### config.mk
export PLATFORM = sky130hd
export DESIGN_NAME = perceptron_trainer_flat
export DESIGN_NICKNAME = d
export VERILOG_FILES = /design/src/rtl/perceptron_trainer_if.sv /design/src/rtl/perceptron_trainer.sv /design/src/flat_wrapper.sv
export SDC_FILE = /design/constraint.sdc
export NUM_CORES = 2
export LEC_CHECK = 0
export ABC_AREA = 1
export CAP_MARGIN = 20
export CORE_AREA = 4 4 427 429
export CTS_BUF_LIST = sky130_fd_sc_hd__clkbuf_2
export DETAILED_ROUTE_END_ITERATION = 10
export DIE_AREA = 0 0 431 433
export GPL_ROUTABILITY_DRIVEN = 0
export HOLD_SLACK_MARGIN = 0.06
export SYNTH_ARGS = -nofsm -noshare
export SYNTH_HDL_FRONTEND = slang
export SYNTH_SLANG_ARGS = --single-unit
### constraint.sdc
create_clock -name clk -period 5.25 [get_ports clk]
set_input_delay 1.575 -clock clk [delete_from_list [all_inputs] [get_ports clk]]
set_output_delay 1.575 -clock clk [all_outputs]
set_load 0.01 [all_outputs]
### src/rtl/perceptron_trainer_if.sv
// perceptron_trainer_if: groups the resolved-branch request handshake, the
// weight-table read/write port and the statistics counters of the
// perceptron trainer into one bundle.
//   master : side that issues resolved branches and owns the weight table
//            (drives res_*, tbl_weights; observes everything else)
//   slave  : the trainer itself (perceptron_trainer)
// Signals:
//   res_valid/res_ready      request handshake
//   res_index/res_taken/res_history  resolved branch payload
//   tbl_index                index for both the table read and the write
//   tbl_weights              weights read combinationally at tbl_index
//   update_enable            one-cycle write strobe
//   weight_update            new weight vector, qualified by update_enable
//   train_count/mispredict_count  saturating 16-bit statistics
interface perceptron_trainer_if #(
    parameter int N     = 62,
    parameter int WIDTH = 8,
    parameter int INDEX = 6
);
    logic                        res_valid;
    logic                        res_ready;
    logic [INDEX-1:0]            res_index;
    logic                        res_taken;
    logic [N-2:0]                res_history;
    logic [INDEX-1:0]            tbl_index;
    logic [N-1:0][WIDTH-1:0]     tbl_weights;
    logic                        update_enable;
    logic [N-1:0][WIDTH-1:0]     weight_update;
    logic [15:0]                 train_count;
    logic [15:0]                 mispredict_count;

    modport master (
        output res_valid, res_index, res_taken, res_history, tbl_weights,
        input  res_ready, tbl_index, update_enable, weight_update,
               train_count, mispredict_count
    );

    modport slave (
        input  res_valid, res_index, res_taken, res_history, tbl_weights,
        output res_ready, tbl_index, update_enable, weight_update,
               train_count, mispredict_count
    );
endinterface

### src/rtl/perceptron_trainer.sv
// perceptron_trainer: training stage of a perceptron branch predictor.
// For each resolved branch it fetches the indexed perceptron's weights,
// recomputes the dot product against the prediction-time history one element
// per cycle (add/subtract only), and when the outcome was mispredicted or the
// output magnitude is within the threshold it writes back the weights nudged
// by t*x with saturation.
// Ports:
//   clk    rising-edge clock
//   rst_n  asynchronous active-low reset; aborts any in-flight request
//   bus    perceptron_trainer_if.slave (request, table port, counters)
// All outputs are driven straight from registers.
module perceptron_trainer #(
    parameter int N         = 62,
    parameter int WIDTH     = 8,
    parameter int INDEX     = 6,
    parameter int THRESHOLD = 131,
    parameter int SUMW      = WIDTH + $clog2(N) + 1
) (
    input  logic                 clk,
    input  logic                 rst_n,
    perceptron_trainer_if.slave  bus
);
    localparam int KW = $clog2(N);
    localparam logic [KW-1:0]          K_LAST  = KW'(N - 1);
    localparam logic [KW-1:0]          K_ONE   = {{(KW-1){1'b0}}, 1'b1};
    localparam logic [15:0]            CNT_MAX = 16'hFFFF;
    localparam logic [15:0]            CNT_ONE = 16'h0001;
    localparam logic signed [SUMW-1:0] THR_POS = SUMW'(THRESHOLD);
    localparam logic signed [SUMW-1:0] THR_NEG = -THR_POS;
    localparam logic [WIDTH-1:0]       W_ONE   = {{(WIDTH-1){1'b0}}, 1'b1};
    localparam logic [WIDTH-1:0]       W_MAX   = {1'b0, {(WIDTH-1){1'b1}}};
    localparam logic [WIDTH-1:0]       W_MIN   = {1'b1, {(WIDTH-1){1'b0}}};

    typedef enum logic [2:0] {
        IDLE   = 3'd0,
        FETCH  = 3'd1,
        ACCUM  = 3'd2,
        DECIDE = 3'd3,
        WRITE  = 3'd4
    } state_t;

    state_t                  state_r;
    logic                    res_ready_r;
    logic [INDEX-1:0]        tbl_index_r;
    logic                    taken_r;
    logic [N-2:0]            history_r;
    logic [N-1:0][WIDTH-1:0] w_buf_r;
    logic signed [SUMW-1:0]  acc_r;
    logic [KW-1:0]           k_r;
    logic                    update_enable_r;
    logic [N-1:0][WIDTH-1:0] weight_update_r;
    logic [15:0]             train_count_r;
    logic [15:0]             mispredict_count_r;

    logic [N-1:0]            x_vec_s;
    logic [WIDTH-1:0]        w_sel_s;
    logic signed [SUMW-1:0]  w_ext_s;
    logic signed [SUMW-1:0]  acc_next_s;
    logic                    pred_s;
    logic                    mispredict_s;
    logic                    in_band_s;
    logic                    train_s;
    logic [N-1:0][WIDTH-1:0] new_weights_s;

    // Step a weight by +1 or -1, clamping at the signed WIDTH-bit limits.
    function automatic logic [WIDTH-1:0] sat_step(input logic [WIDTH-1:0] w,
                                                  input logic up);
        logic [WIDTH-1:0] r;
        if (up) begin
            r = (w == W_MAX) ? w : w + W_ONE;
        end else begin
            r = (w == W_MIN) ? w : w - W_ONE;
        end
        return r;
    endfunction

    // Input vector as bits: bit k set means x_k = +1; bit 0 is the bias input.
    assign x_vec_s = {history_r, 1'b1};

    // One accumulate step: add or subtract the sign-extended weight k.
    always_comb begin
        w_sel_s = w_buf_r[k_r];
        w_ext_s = {{(SUMW-WIDTH){w_sel_s[WIDTH-1]}}, w_sel_s};
        if (x_vec_s[k_r]) begin
            acc_next_s = acc_r + w_ext_s;
        end else begin
            acc_next_s = acc_r - w_ext_s;
        end
    end

    // Training decision and the candidate updated weight vector.
    always_comb begin
        pred_s       = ~acc_r[SUMW-1];
        mispredict_s = pred_s ^ taken_r;
        in_band_s    = (acc_r <= THR_POS) && (acc_r >= THR_NEG);
        train_s      = mispredict_s | in_band_s;
        new_weights_s = '0;
        // t*x_k is +1 exactly when the outcome agrees with the input sign.
        for (int i = 0; i < N; i++) begin
            new_weights_s[i] = sat_step(w_buf_r[i], ~(taken_r ^ x_vec_s[i]));
        end
    end

    // Control FSM with all outputs registered.
    always_ff @(posedge clk or negedge rst_n) begin
        if (!rst_n) begin
            state_r            <= IDLE;
            res_ready_r        <= 1'b1;
            tbl_index_r        <= '0;
            taken_r            <= 1'b0;
            history_r          <= '0;
            w_buf_r            <= '0;
            acc_r              <= '0;
            k_r                <= '0;
            update_enable_r    <= 1'b0;
            weight_update_r    <= '0;
            train_count_r      <= '0;
            mispredict_count_r <= '0;
        end else begin
            case (state_r)
                IDLE: begin
                    // tbl_index changes only here so the read and the later
                    // write both address the same perceptron.
                    if (bus.res_valid && res_ready_r) begin
                        tbl_index_r <= bus.res_index;
                        taken_r     <= bus.res_taken;
                        history_r   <= bus.res_history;
                        res_ready_r <= 1'b0;
                        state_r     <= FETCH;
                    end
                end
                FETCH: begin
                    w_buf_r <= bus.tbl_weights;
                    acc_r   <= '0;
                    k_r     <= '0;
                    state_r <= ACCUM;
                end
                ACCUM: begin
                    acc_r <= acc_next_s;
                    if (k_r == K_LAST) begin
                        state_r <= DECIDE;
                    end else begin
                        k_r <= k_r + K_ONE;
                    end
                end
                DECIDE: begin
                    if (mispredict_s && (mispredict_count_r != CNT_MAX)) begin
                        mispredict_count_r <= mispredict_count_r + CNT_ONE;
                    end
                    if (train_s) begin
                        weight_update_r <= new_weights_s;
                        update_enable_r <= 1'b1;
                        state_r         <= WRITE;
                    end else begin
                        res_ready_r <= 1'b1;
                        state_r     <= IDLE;
                    end
                end
                WRITE: begin
                    update_enable_r <= 1'b0;
                    if (train_count_r != CNT_MAX) begin
                        train_count_r <= train_count_r + CNT_ONE;
                    end
                    res_ready_r <= 1'b1;
                    state_r     <= IDLE;
                end
                default: begin
                    update_enable_r <= 1'b0;
                    res_ready_r     <= 1'b1;
                    state_r         <= IDLE;
                end
            endcase
        end
    end

    assign bus.res_ready        = res_ready_r;
    assign bus.tbl_index        = tbl_index_r;
    assign bus.update_enable    = update_enable_r;
    assign bus.weight_update    = weight_update_r;
    assign bus.train_count      = train_count_r;
    assign bus.mispredict_count = mispredict_count_r;
endmodule

### src/flat_wrapper.sv
// flat-port wrapper written by rule: the top's interface ports become plain ports
module perceptron_trainer_flat 
#(
    parameter int N         = 62,
    parameter int WIDTH     = 8,
    parameter int INDEX     = 6,
    parameter int THRESHOLD = 131,
    parameter int SUMW      = WIDTH + $clog2(N) + 1
)
  (clk, rst_n, bus_res_valid, bus_res_index, bus_res_taken, bus_res_history, bus_tbl_weights, bus_res_ready, bus_tbl_index, bus_update_enable, bus_weight_update, bus_train_count, bus_mispredict_count);
  perceptron_trainer_if #(.N(N), .WIDTH(WIDTH), .INDEX(INDEX)) bus_i ();
  input  logic clk;
  input  logic rst_n;
  input wire logic [$bits(bus_i.res_valid)-1:0] bus_res_valid;
  input wire logic [$bits(bus_i.res_index)-1:0] bus_res_index;
  input wire logic [$bits(bus_i.res_taken)-1:0] bus_res_taken;
  input wire logic [$bits(bus_i.res_history)-1:0] bus_res_history;
  input wire logic [$bits(bus_i.tbl_weights)-1:0] bus_tbl_weights;
  output wire logic [$bits(bus_i.res_ready)-1:0] bus_res_ready;
  output wire logic [$bits(bus_i.tbl_index)-1:0] bus_tbl_index;
  output wire logic [$bits(bus_i.update_enable)-1:0] bus_update_enable;
  output wire logic [$bits(bus_i.weight_update)-1:0] bus_weight_update;
  output wire logic [$bits(bus_i.train_count)-1:0] bus_train_count;
  output wire logic [$bits(bus_i.mispredict_count)-1:0] bus_mispredict_count;
  assign bus_i.res_valid = bus_res_valid;
  assign bus_i.res_index = bus_res_index;
  assign bus_i.res_taken = bus_res_taken;
  assign bus_i.res_history = bus_res_history;
  assign bus_i.tbl_weights = bus_tbl_weights;
  assign bus_res_ready = bus_i.res_ready;
  assign bus_tbl_index = bus_i.tbl_index;
  assign bus_update_enable = bus_i.update_enable;
  assign bus_weight_update = bus_i.weight_update;
  assign bus_train_count = bus_i.train_count;
  assign bus_mispredict_count = bus_i.mispredict_count;
  perceptron_trainer #(.N(N), .WIDTH(WIDTH), .INDEX(INDEX), .THRESHOLD(THRESHOLD), .SUMW(SUMW)) u_core (.clk(clk), .rst_n(rst_n), .bus(bus_i));
endmodule
* Word-level counts from Yosys, hierarchy flattened
Cells that the tools add are included.
Cells by class: add/subtract/negate cells 129, order comparisons 3, eq/ne operators 136, mux-type cells 203, bitwise logic cells 66, reduce and logical (&&, ||, !) cells 15
Operators by type and width (count):
- $mux W8 | 187
- $add A8 B1 Y8 const B | 62
- $eq A8 B7 Y1 const B | 62
- $eq A8 B8 Y1 const B | 62
- $sub A8 B1 Y8 const B | 62
- $xor A1 B1 Y1 | 62
- $bmux W8 S6 | 1
- $add A16 B1 Y16 const B | 2
- $ne A16 B16 Y1 const B | 2
- $pmux W15 S2 | 1
- $add A15 B8 Y15 | 1
- $ge A15 B9 Y1 const B | 1
- $le A15 B9 Y1 const B | 1
- $mux W15 | 1
- $sub A15 B8 Y15 | 1
- $reduce_and A2 Y1 | 7
- $pmux W3 S4 | 1
- $pmux W6 S2 | 1
- $mux W3 | 3
- $lt A6 B7 Y1 const B | 1
- $add A6 B1 Y6 const B | 1
- $bmux W1 S6 | 1
- $eq A3 B2 Y1 const B | 2
- $eq A6 B6 Y1 const B | 1
- 16 further kinds | 26
Storage, ports and cells: flip-flop bits (word level) 1118, input port bits 567, output and inout bits 536, logic and storage cells 686

* Longest topological paths before layout
depth in word-level cells 5, depth in mapped cells 32, gate-level depth less buffers 30

* Worst setup path before layout
OpenSTA, ideal clock, no wires.
path type flip-flop to flip-flop, start point register u_core.k_r[0], end point register u_core.acc_r[13], setup time 0.123 ns, arrival 3.504 ns, data required time 5.127 ns, path slack 1.623 ns, stages on the path, launching flop included 31, path buffers 4, clock period less this slack 3.627 ns, path through dfrtp_1 -> buf_6 -> buf_8 -> buf_6 -> buf_4 -> a21oi_1 -> o21ai_0 -> nand3_1 -> nand3_1 -> nand3_1 -> nand3_1 -> nand2_1 -> inv_2 -> ha_1 -> nand3_2 -> nor2_4 -> nor2_1 -> xnor2_1 -> inv_1 -> ha_1 -> a21oi_1 -> o21ai_0 -> nand2_1 -> nand4_1 -> nand3_1 -> nand2_1 -> nand2_1 -> nand2_1 -> a21o_1 -> o21ai_0 -> nand2_1
Between the ends: longest elaborated chain between the ends 5, elaborated cells on any way between the ends 8, classes of those cells add/sub: 2; mux: 6
Ends and longest elaborated chain:
- start: declaration | line perceptron_trainer.sv:49 | logic [KW-1:0] k_r;
- start signal: assignment | line perceptron_trainer.sv:143 | k_r <= k_r + K_ONE;
- $bmux W8 S6 | line perceptron_trainer.sv:82 | w_sel_s = w_buf_r[k_r];
- $mux W8 (implied by the code) | line perceptron_trainer.sv:82
- $sub A15 B8 Y15 / $add A15 B8 Y15 (equally long branches) | line perceptron_trainer.sv:87, perceptron_trainer.sv:85
- $mux W15 (*) | line perceptron_trainer.sv:84 | if (x_vec_s[k_r]) begin
- $pmux W15 S2 (*) | line perceptron_trainer.sv:120 | case (state_r)
- end signal: assignment | line perceptron_trainer.sv:139 | acc_r <= acc_next_s;
- end: declaration | line perceptron_trainer.sv:48 | logic signed [SUMW-1:0] acc_r;
Every way passes the cells marked *; elsewhere a longest branch is shown, timed or not. The select of a mux whose other input is x is not followed. A chain may end at the register's enable or synchronous reset.

* Final worst setup path
start point register u_core.k_r[1], end point register u_core.acc_r[13]
Same word-level chain as after synthesis.

==> flow_summary.toml <==
[status]
outcome = "finished, final reports clean"

[final_layout]
nets = 11160
syn2layout_area_growth_pct = 23.05
fin_area_um2 = 86270
drive_gt1_share_pct = 6.505

[global_routing]
grt_pass1_wl_mm = 446.0
grt_pass1_vias = 69390
globalRoute.totalOverflow = 0
grt_max_degree = 180
grt_usage_pct = 31.45
antenna_found_initial = 58

[die]
die_area_um2 = 186600
die_y_um = 433
coreArea_um2 = 178200
rows = 155
pin_count = 1103
start_util_pct = 39.33
die_x_um = 431

[timing]
setup_tns_ps = 0
slew_headroom_pct = 13.00
hold_violations = 0
final_max_slew_viol_count = 0
rsz0062_at_grt = "false"
skew_ps = 212.5
fmax_mhz = 201.7
setup_viol = 0
min_period_ps = 4959
fin_ws_ps = 291.1
worst_pin_slew_ps = 1305
fin_crit_sh_pct = 94.46

[placement]
port_buffers = 1102
placed_area_um2 = 83160
place_hpwl_mm = 236.8
dp_slack_ps = 604.2

[route]
drc = 0
routed_wirelength_mm = 305.8
vias = 72380
wl_per_cell_um = 23.50
first_iter_violations = 8045
ant_nets = 0
drt_pass1_iterations = 7
post_drt_via_cell_ratio = 5.562

[power_and_ir_drop]
power_frac_clock_pct = 35.7
p_switching_uw = 6089
p_per_area_nw_per_um2 = 215.5
peakVddDrop_mv = 0.2122
internal_power_uw = 12510
comb_power_share_pct = 14.5
p_sw_share_pct = 32.75
leakage_uw = 0.03895
power_frac_seq_pct = 49.8

[synth]
synth_fa_ha_area_share_pct = 3.705
synth.net_count = 10030
yosysTopAreaCell = "dfrtp_1"
ys_top_cells_by_count = "nand2_1 (1902), o21ai_0 (1148), dfrtp_1 (1117)"
synth-compound-area-share_pct = 17.45
synth_cell_types = 55
ys.flop_type = "dfrtp_1"
muxShareOfSynthArea_pct = 0.4658
syn_inst = 9254
synth.most_common_cell = "nand2_1"
ys_warn_count = 0
synth_top_family_by_area = "simple AND/OR/NAND/NOR gates"
synth_area_um2 = 70100
ys_seq_elements = 1118
synth_area_leaders = "dfrtp_1 (40%), nand2_1 (10%), o21ai_0 (8.2%)"
synthSimpleGateAreaFrac_pct = 22.01
yosysTopAreaCellShare_pct = 39.87
synth-xor-area-share_pct = 8.508
synth.avg_cell_area_um2 = 7.576
synth_edf_count = 0
async_flop_share_pct = 100.0
ys_seq_area_share_pct = 39.91

[clock_tree]
insertion_delay_ps = 1930
cts_tree = "yes"
post_cts_resized = 0
htreeDepth = 5
cts_sinks = 1118
cts-buffers-inserted = 335
root_buffer = "clkbuf_2"
clk_pin_slew_worst_paths_ps = 120
clk_path_buf_depth = 4

[critical_path]
cpPeakStageDelay_ps = 540
crit_arrival_ps = 6710
critPathMostFrequentCell = "nand2_1"
required_ps = 7010
slowest_stage = "dfrtp_4"
crit_type = "reg -> reg"
crit_path_end_kind = "flip-flop"
start_kind = "flip-flop"
worst-path-max-fanout = 111

[job]
maxCapViolCount = 0

[worst_hold_path]
worstHoldPathType = "in -> reg"
## power groups by stage
| stage | registers, µW | clock network, µW | logic (µW) |
|---|---|---|---|
| 4_1_cts | 9240 | 6830 | 2670 |
| 2_1_floorplan | 9240 | 0 | 1490 |
| 3_5_place_dp | 9400 | 0 | 2630 |
| 3_3_place_gp | 9410 | 0 | 2610 |
| 6_report | 9260 | 6640 | 2700 |
| 5_1_grt | 9290 | 7270 | 2960 |
## metal layers
layer | track usage (%) | up-vias | wire length, µm
li1 | - | 33410 | -
met1 | 39.71 | 34480 | 121800
met2 | 48.24 | 3651 | 137000
met3 | 6.638 | 821 | 24910
met4 | 21.84 | 16 | 22030
met5 | 0 | - | 102
## cell type report
class	count	area, µm²
multi-input combinational	6773	36580
clock buffer	485	2427
inverter	942	3551
timing repair buffer	1219	12310
antenna	49	122.6
clock inverter	71	330.3
tap	2355	2947
sequential	1118	27990
fill	17780	91960
## critical path, delay by kind of cell, from the launching register on
kind                     cells  cell delay [ps]
AO/OA/AOI/OAI                7              960
XOR/XNOR                     1              140
adder cells (fa/ha/maj)      2              540
buffers and inverters        3              530
flip-flops                   1              540
AND/OR/NAND/NOR             15             1850
## layout by cell type (no fill, tap or decap), types with 7 or more instances in the layout
cell,count
clkdlybuf4s50_1,1101
xor2_1,567
o31ai_1,17
inv_2,19
diode_2,49
inv_1,855
a31oi_1,193
nand3_1,627
o32ai_1,11
clkinv_1,125
o211ai_2,8
dfrtp_1,1113
o211ai_1,199
a22oi_1,124
clkbuf_2,485
dlygate4sd3_1,20
xnor2_1,114
nor2_2,7
o22ai_1,11
mux2_2,29
nor3_1,279
buf_4,69
a21oi_1,408
nand2_1,1901
nor4_1,27
clkinv_2,9
o21bai_1,12
nor2_1,691
o21ai_1,25
buf_12,28
o21ai_0,1148
ha_1,206
nand4_1,115
## path summary, 6_finish.rpt
path	slack, ps	startpoint	end	cells after the start
setup reg to reg	290	u_core.k_r[1]$_DFFE_PN0P_	u_core.acc_r[13]$_DFFE_PN0N_	28
hold reg to reg	490	u_core.bus.weight_update[107]$_DFFE_PN0P_	u_core.bus.weight_update[107]$_DFFE_PN0P_	2
hold / removal	280	bus_tbl_weights[329]	u_core.w_buf_r[329]$_DFFE_PN0P_	3
min in group asynchronous	350	rst_n	u_core.w_buf_r[75]$_DFFE_PN0P_	2
setup / recovery	290	u_core.k_r[1]$_DFFE_PN0P_	u_core.acc_r[13]$_DFFE_PN0N_	28
max in group asynchronous	3550	rst_n	u_core.bus.weight_update[101]$_DFFE_PN0P_	4
## cells by family after synthesis
family / count (synthesis)
compound gates: 2181
xor+xnor: 681
fa+ha+maj: 207
buf+inv: 1363
flops: 1118
mux: 29
simple gates: 3675
## flip-flops by register name (all words and copies together) (netlist names), 3 cells and up
register / count
u_core.bus.weight_update: 496
u_core.w_buf_r: 496
u_core.history_r: 61
u_core.bus.mispredict_count: 16
u_core.bus.train_count: 16
u_core.acc_r: 15
u_core.bus.tbl_index: 6
u_core.k_r: 6
u_core.state_r: 3
## metrics by stage
stage,cells,hold slack [ps],utilization [%],total power [µW]
detailed placement,12380,464.9,46.66,12040
finish,13010,275.2,48.40,18590
global placement,12380,467.2,46.65,12020
CTS,12960,60.07,48.32,18730
global route,13010,103.2,48.40,19520
floorplan,9254,489.0,-,10730
## repair_timing
action / CTS / global route
endpoints found under the hold margin: 70 / 0
buffers inserted: 0 / 0
hold buffers: 20 / 0
(Power assumes the default switching activity.)
